===== src/rtl/countdown_timer.sv =====
// Down-counting HH:MM:SS timer with a clk prescaler, pause/resume and expiry flagging.
// Fields are binary and share the stopwatch's 8-bit sout/mout/hout encoding.
module countdown_timer #(
   parameter int unsigned TICK_DIV = 50_000_000
) (
   input  logic       clk,
   input  logic       rst,
   input  logic       load,
   input  logic [7:0] h_in,
   input  logic [7:0] m_in,
   input  logic [7:0] s_in,
   input  logic       start,
   input  logic       pause,
   output logic [7:0] sout,
   output logic [7:0] mout,
   output logic [7:0] hout,
   output logic       running,
   output logic       expired,
   output logic       done
);

   localparam int unsigned PW = (TICK_DIV > 1) ? $clog2(TICK_DIV) : 1;

   typedef enum logic [1:0] {
      IDLE,
      RUN,
      PAUSED,
      DONE
   } state_e;

   state_e        state_q;
   logic [PW-1:0] presc_q;
   logic [7:0]    s_q, m_q, h_q;
   logic          running_q, expired_q, done_q;

   logic [7:0]    s_d, m_d, h_d;
   logic          step_zero_d, count_zero_d, tick_d;

   // One borrow-chain step of the current count; only committed on a prescaler wrap.
   always_comb begin
      s_d = s_q;
      m_d = m_q;
      h_d = h_q;
      if (s_q != 8'd0) begin
         s_d = s_q - 8'd1;
      end else if (m_q != 8'd0) begin
         s_d = 8'd59;
         m_d = m_q - 8'd1;
      end else if (h_q != 8'd0) begin
         s_d = 8'd59;
         m_d = 8'd59;
         h_d = h_q - 8'd1;
      end
      step_zero_d  = (s_d == 8'd0) && (m_d == 8'd0) && (h_d == 8'd0);
      count_zero_d = (s_q == 8'd0) && (m_q == 8'd0) && (h_q == 8'd0);
      tick_d       = (presc_q == PW'(TICK_DIV - 1));
   end

   always_ff @(posedge clk) begin
      if (rst) begin
         state_q   <= IDLE;
         presc_q   <= '0;
         s_q       <= '0;
         m_q       <= '0;
         h_q       <= '0;
         running_q <= 1'b0;
         expired_q <= 1'b0;
         done_q    <= 1'b0;
      end else begin
         done_q <= 1'b0;
         if (load) begin
            state_q   <= IDLE;
            presc_q   <= '0;
            s_q       <= (s_in > 8'd59) ? 8'd59 : s_in;
            m_q       <= (m_in > 8'd59) ? 8'd59 : m_in;
            h_q       <= (h_in > 8'd23) ? 8'd23 : h_in;
            running_q <= 1'b0;
            expired_q <= 1'b0;
         end else begin
            case (state_q)
               IDLE, PAUSED: begin
                  if (start) begin
                     if (count_zero_d) begin
                        state_q   <= DONE;
                        done_q    <= 1'b1;
                        expired_q <= 1'b1;
                        running_q <= 1'b0;
                     end else begin
                        state_q   <= RUN;
                        running_q <= 1'b1;
                        if (state_q == IDLE) presc_q <= '0;
                     end
                  end
               end
               RUN: begin
                  // The prescaler still advances on the pause edge, so resume lands
                  // TICK_DIV-1-p cycles later; reaching zero outranks a concurrent pause.
                  if (tick_d) begin
                     presc_q <= '0;
                     s_q     <= s_d;
                     m_q     <= m_d;
                     h_q     <= h_d;
                  end else begin
                     presc_q <= presc_q + 1'b1;
                  end
                  if (tick_d && step_zero_d) begin
                     state_q   <= DONE;
                     done_q    <= 1'b1;
                     expired_q <= 1'b1;
                     running_q <= 1'b0;
                  end else if (pause) begin
                     state_q   <= PAUSED;
                     running_q <= 1'b0;
                  end
               end
               DONE: begin
               end
               default: begin
                  state_q   <= IDLE;
                  running_q <= 1'b0;
               end
            endcase
         end
      end
   end

   assign sout    = s_q;
   assign mout    = m_q;
   assign hout    = h_q;
   assign running = running_q;
   assign expired = expired_q;
   assign done    = done_q;

endmodule


===== config.mk =====
export PLATFORM = sky130hd
export DESIGN_NAME = countdown_timer
export DESIGN_NICKNAME = d
export VERILOG_FILES = /design/src/rtl/countdown_timer.sv
export SDC_FILE = /design/constraint.sdc
export NUM_CORES = 1
export LEC_CHECK = 0
export BUFFER_PORTS_ARGS = -buffer_cell sky130_fd_sc_hd__buf_2
export CORE_ASPECT_RATIO = 1.5
export CORE_MARGIN = 8
export CORE_UTILIZATION = 44
export CTS_CLUSTER_DIAMETER = 40
export CTS_CLUSTER_SIZE = 8
export DETAILED_ROUTE_END_ITERATION = 7
export PLACE_DENSITY_LB_ADDON = 0.15
export SETUP_SLACK_MARGIN = 0.4
export SLEW_MARGIN = 0
export SYNTH_ARGS = -nofsm -noshare
export SYNTH_HDL_FRONTEND = slang
export SYNTH_SLANG_ARGS = --single-unit

===== constraint.sdc =====
create_clock -name clk -period 4.1 [get_ports clk]
set_clock_uncertainty 0.15 [all_clocks]
set_input_delay 0.205 -clock clk [delete_from_list [all_inputs] [get_ports clk]]
set_output_delay 0.205 -clock clk [all_outputs]
set_load 0.005 [all_outputs]

==> run summary <==
The clock period minus worst slack came out at 3420 ps. The flow ran to the end, and the final reports show no timing, DRC or antenna violations. In this run the remaining antenna-violating nets after routing total 0.

The maximum net fanout on the critical path came out at 12. The buffer levels on the longest clock path came out at 2. The total of buffers placed on input and output ports is 55. The count of flip-flops with a built-in enable after synthesis came out at 0.

The cell family contributing the most delay on the critical path is simple AND/OR/NAND/NOR gates. The detail-routed via count per cell came out at ~5.8. The total of endpoints with negative setup slack in the final report is 0.

The kind of critical path is flip-flop to flip-flop. The worst hold path endpoint is hout[2]. The number of nets handed over by synthesis was 480.

Summed over all instances, the cell type with the most area after synthesis is sky130_fd_sc_hd__dfxtp_1. The critical path goes through inv_1 > ha_1 > or4b_1 > or4_1 > o21ai_1 > a21oi_1 > and3_1 > xnor2_1 > nor2_1. The boundary pin count came out at 56.

The setup slack at placement came out at approximately 740 ps. In this run the critical register-to-register path is launched from hout[0]. The worst register-to-register path ends at presc_q[4].

The share of final-layout standard cells stronger than drive strength 1 came out at 16.4%. The total number of yosys warnings came out at 0. The detailed-placement wirelength estimate came out at around 7300 um.

The mean post-synth cell area is 7.59 sq um. The area growth from synthesis to layout came out at 15.9%. The final-report hold violation count came out at 0. The worst slew slack as a fraction of its limit is 35.2%. The die outline height is around 120 um. The worst path required time is 4140 ps. The static leakage came out at 1.46 nW.

The via count of the first global-routing pass is approximately 3400. The cell area after synthesis came out at 3380 sq um. After detailed routing, the number of remaining DRC violations is 0.

Across all register-to-register paths, the minimum setup slack is 680 ps. The fill cell total of the finished layout is approximately 780. Sorting the synthesized cells by how often they occur yields sky130_fd_sc_hd__nor2_1, sky130_fd_sc_hd__dfxtp_1, sky130_fd_sc_hd__nand2_1. In this run the horizontal extent of the chip is 87.6 um. The number of vias after detailed routing is about 3500. The wire length of the first global-routing pass came out at 15900 um. The path class of the tightest hold or removal check is input pin to flip-flop. The worst-skew pair later-pin latency came out at 300 ps. Measured in cells, the most critical reg-to-reg path has a length of 9. The die area is 10800 sq um. In the final routed layout, each cell accounts on average for 16.1 um. The maximum VDD drop came out at 175 uV. The post-route worst setup slack is roughly 680 ps.

The most common cell in the synthesized netlist is sky130_fd_sc_hd__nor2_1. The initial antenna violation count is 0. The number of instances resized during post-cts repair came out at 0. The hold path startpoint is h_in[2]. The final routed wirelength across all metal layers is 9600 um. The placeable core region is 7560 sq um.

The net count of the finished layout is approximately 530. The number of clock sinks seen by CTS came out at 55. For the worst setup path, the data arrival time is 3450 ps. Of the post-synthesis cell area, the dominant cell type holds 32.5%. The gate count of the mapped netlist came out at about 450. The max-slew violation count came out at 0.

The total congestion overflow after global routing came out at 0. The critical path buffer and inverter count came out at 1. The total clock buffers created by CTS came out at 5. The total number of placement rows came out at 39. After synthesis, flip-flops and latches occupy 32.5% of the total area. The worst setup path is captured at a flip-flop. The final worst-path cycle share is 83.4%.

In this run the clock root is driven by a sky130_fd_sc_hd__clkbuf_16. The flip-flop and latch count after synthesis is 55. The transition at the pin with the smallest max-transition slack is 973 ps. Setup repair after global routing left no endpoint under its margin.

The number of max-cap violations came out at 0. The detailed-router iteration count before antenna repair came out at 4. The slowest stage of the critical path belongs to the cell sky130_fd_sc_hd__or4_1. The peak per-stage delay on the critical path came out at 720 ps. The number of library cell types mapped by synthesis is 60.

The first routing iteration left 178 violations. The worst hold path depth came out at 3. The kind of launch point of the worst setup path is a flip-flop. The final weighted congestion in routability-driven placement is between 0.9 and 1.

The initial core utilization is between 40% and 50%. By area the synthesized netlist is led by sky130_fd_sc_hd__dfxtp_1, sky130_fd_sc_hd__nor2_1, sky130_fd_sc_hd__nand4_1. For this design the ratio of total power to cell area is roughly 320 nW/um^2. The peak clock frequency supported by timing came out at around 0.3 GHz. Among all flip-flop cells after synthesis, the most frequent one is sky130_fd_sc_hd__dfxtp_1. The final sum of negative setup slack came out at 0 ps. The async set or reset register ratio after synthesis is 0%. The CTS clock-pin slew for the worst setup and hold paths came out at 70 ps. TritonCTS built the clock tree. Global routing consumed, over all layers together, a little under a fifth of the routing resources. The H-tree depth reported by CTS is 2. The number of inserted diodes came out at 0. The maximum number of pins on one net before global-route repair is 22.
==> area by class of cell <==
type	count	area, sq um	share of cell area [%]
flip-flops and latches	55	1100	28.1
multi-input cells	356	2150	54.8
inverters	16	60.1	1.53
well taps	102	128	3.25
clock buffers	5	125	3.19
clock inverters	3	43.8	1.12
repair buffers	60	315	8.04
==> how the worst max path moves through the flow <==
stage,from,to,slack (ps),cells past startpoint
global placement,hout[0],presc_q[4],820,9
detailed placement,hout[0],presc_q[4],740,9
floorplan,hout[0],state_q[1],1180,10
CTS,hout[0],presc_q[4],700,9
global route,hout[0],presc_q[5],470,9
finish,hout[0],presc_q[4],680,9
==> layout by cell type, fill, tap and decap left out, drive strengths merged, types with 4 or more instances in the layout <==
cell	count
a211oi	12
a21oi	20
and2	7
and3	11
buf	59
clkbuf	5
dfxtp	55
ha	5
inv	15
nand2	30
nand2b	4
nand3	21
nand4	22
nor2	70
nor2b	6
nor3	16
nor3b	5
nor4	13
nor4b	4
o21ai	21
o22ai	5
or2	6
or3	9
xnor2	7
xor2	15
==> what timing repair did <==
action,CTS,global route
endpoints found under the setup margin,0,0
hold buffers,1,0
setup buffers,0,0
hold endpoints to repair,1,0
==> worst min-delay path: stages <==
cell and delay [ps]:
sky130_fd_sc_hd__buf_2 80, sky130_fd_sc_hd__nor2_1 30, sky130_fd_sc_hd__nor3_1 110
==> layer usage <==
layer | track usage [%] | wire length [um] | up-vias
li1 | - | - | 1732
met1 | 19.5 | 3960 | 1635
met2 | 34.8 | 5150 | 82
met3 | 3.26 | 301 | 15
met4 | 6.49 | 187 | 0
met5 | 0 | 0 | -
==> metrics by stage <==
step	total power, mW	cell area, sq um	hold WS [ps]	instances	util (%)
3_5_place_dp	0.762	3740	312	588	49.5
2_1_floorplan	0.697	3380	194	446	-
5_1_grt	1.30	3920	23.0	597	51.9
3_3_place_gp	0.761	3740	307	588	49.5
4_1_cts	1.25	3920	14.4	597	51.9
6_report	1.24	3920	22.3	597	51.9
==> logic make-up after synthesis <==
kind of cell | synth area share, %
XOR/XNOR | 5.70
flip-flops | 32.5
AND/OR/NAND/NOR | 36.1
multiplexers | 1.55
buffers and inverters | 4.10
AO/OA/AOI/OAI | 18.2
adder cells (fa/ha/maj) | 1.85
==> power by group <==
part / leakage [nW] / switching (mW) / internal [mW]
clock network: 0.0838 / 0.205 / 0.289
registers: 0.448 / 0.0212 / 0.547
logic: 0.924 / 0.109 / 0.0743
total: 1.46 / 0.335 / 0.909
==> sequential cells by signal (all words and copies together), names as in the netlist <==
register / cells
hout: 8
presc_q: 26
running: 1
mout: 8
expired: 1
sout: 8
done: 1
state_q: 2
Note: power is estimated with default switching activity, not from simulation.
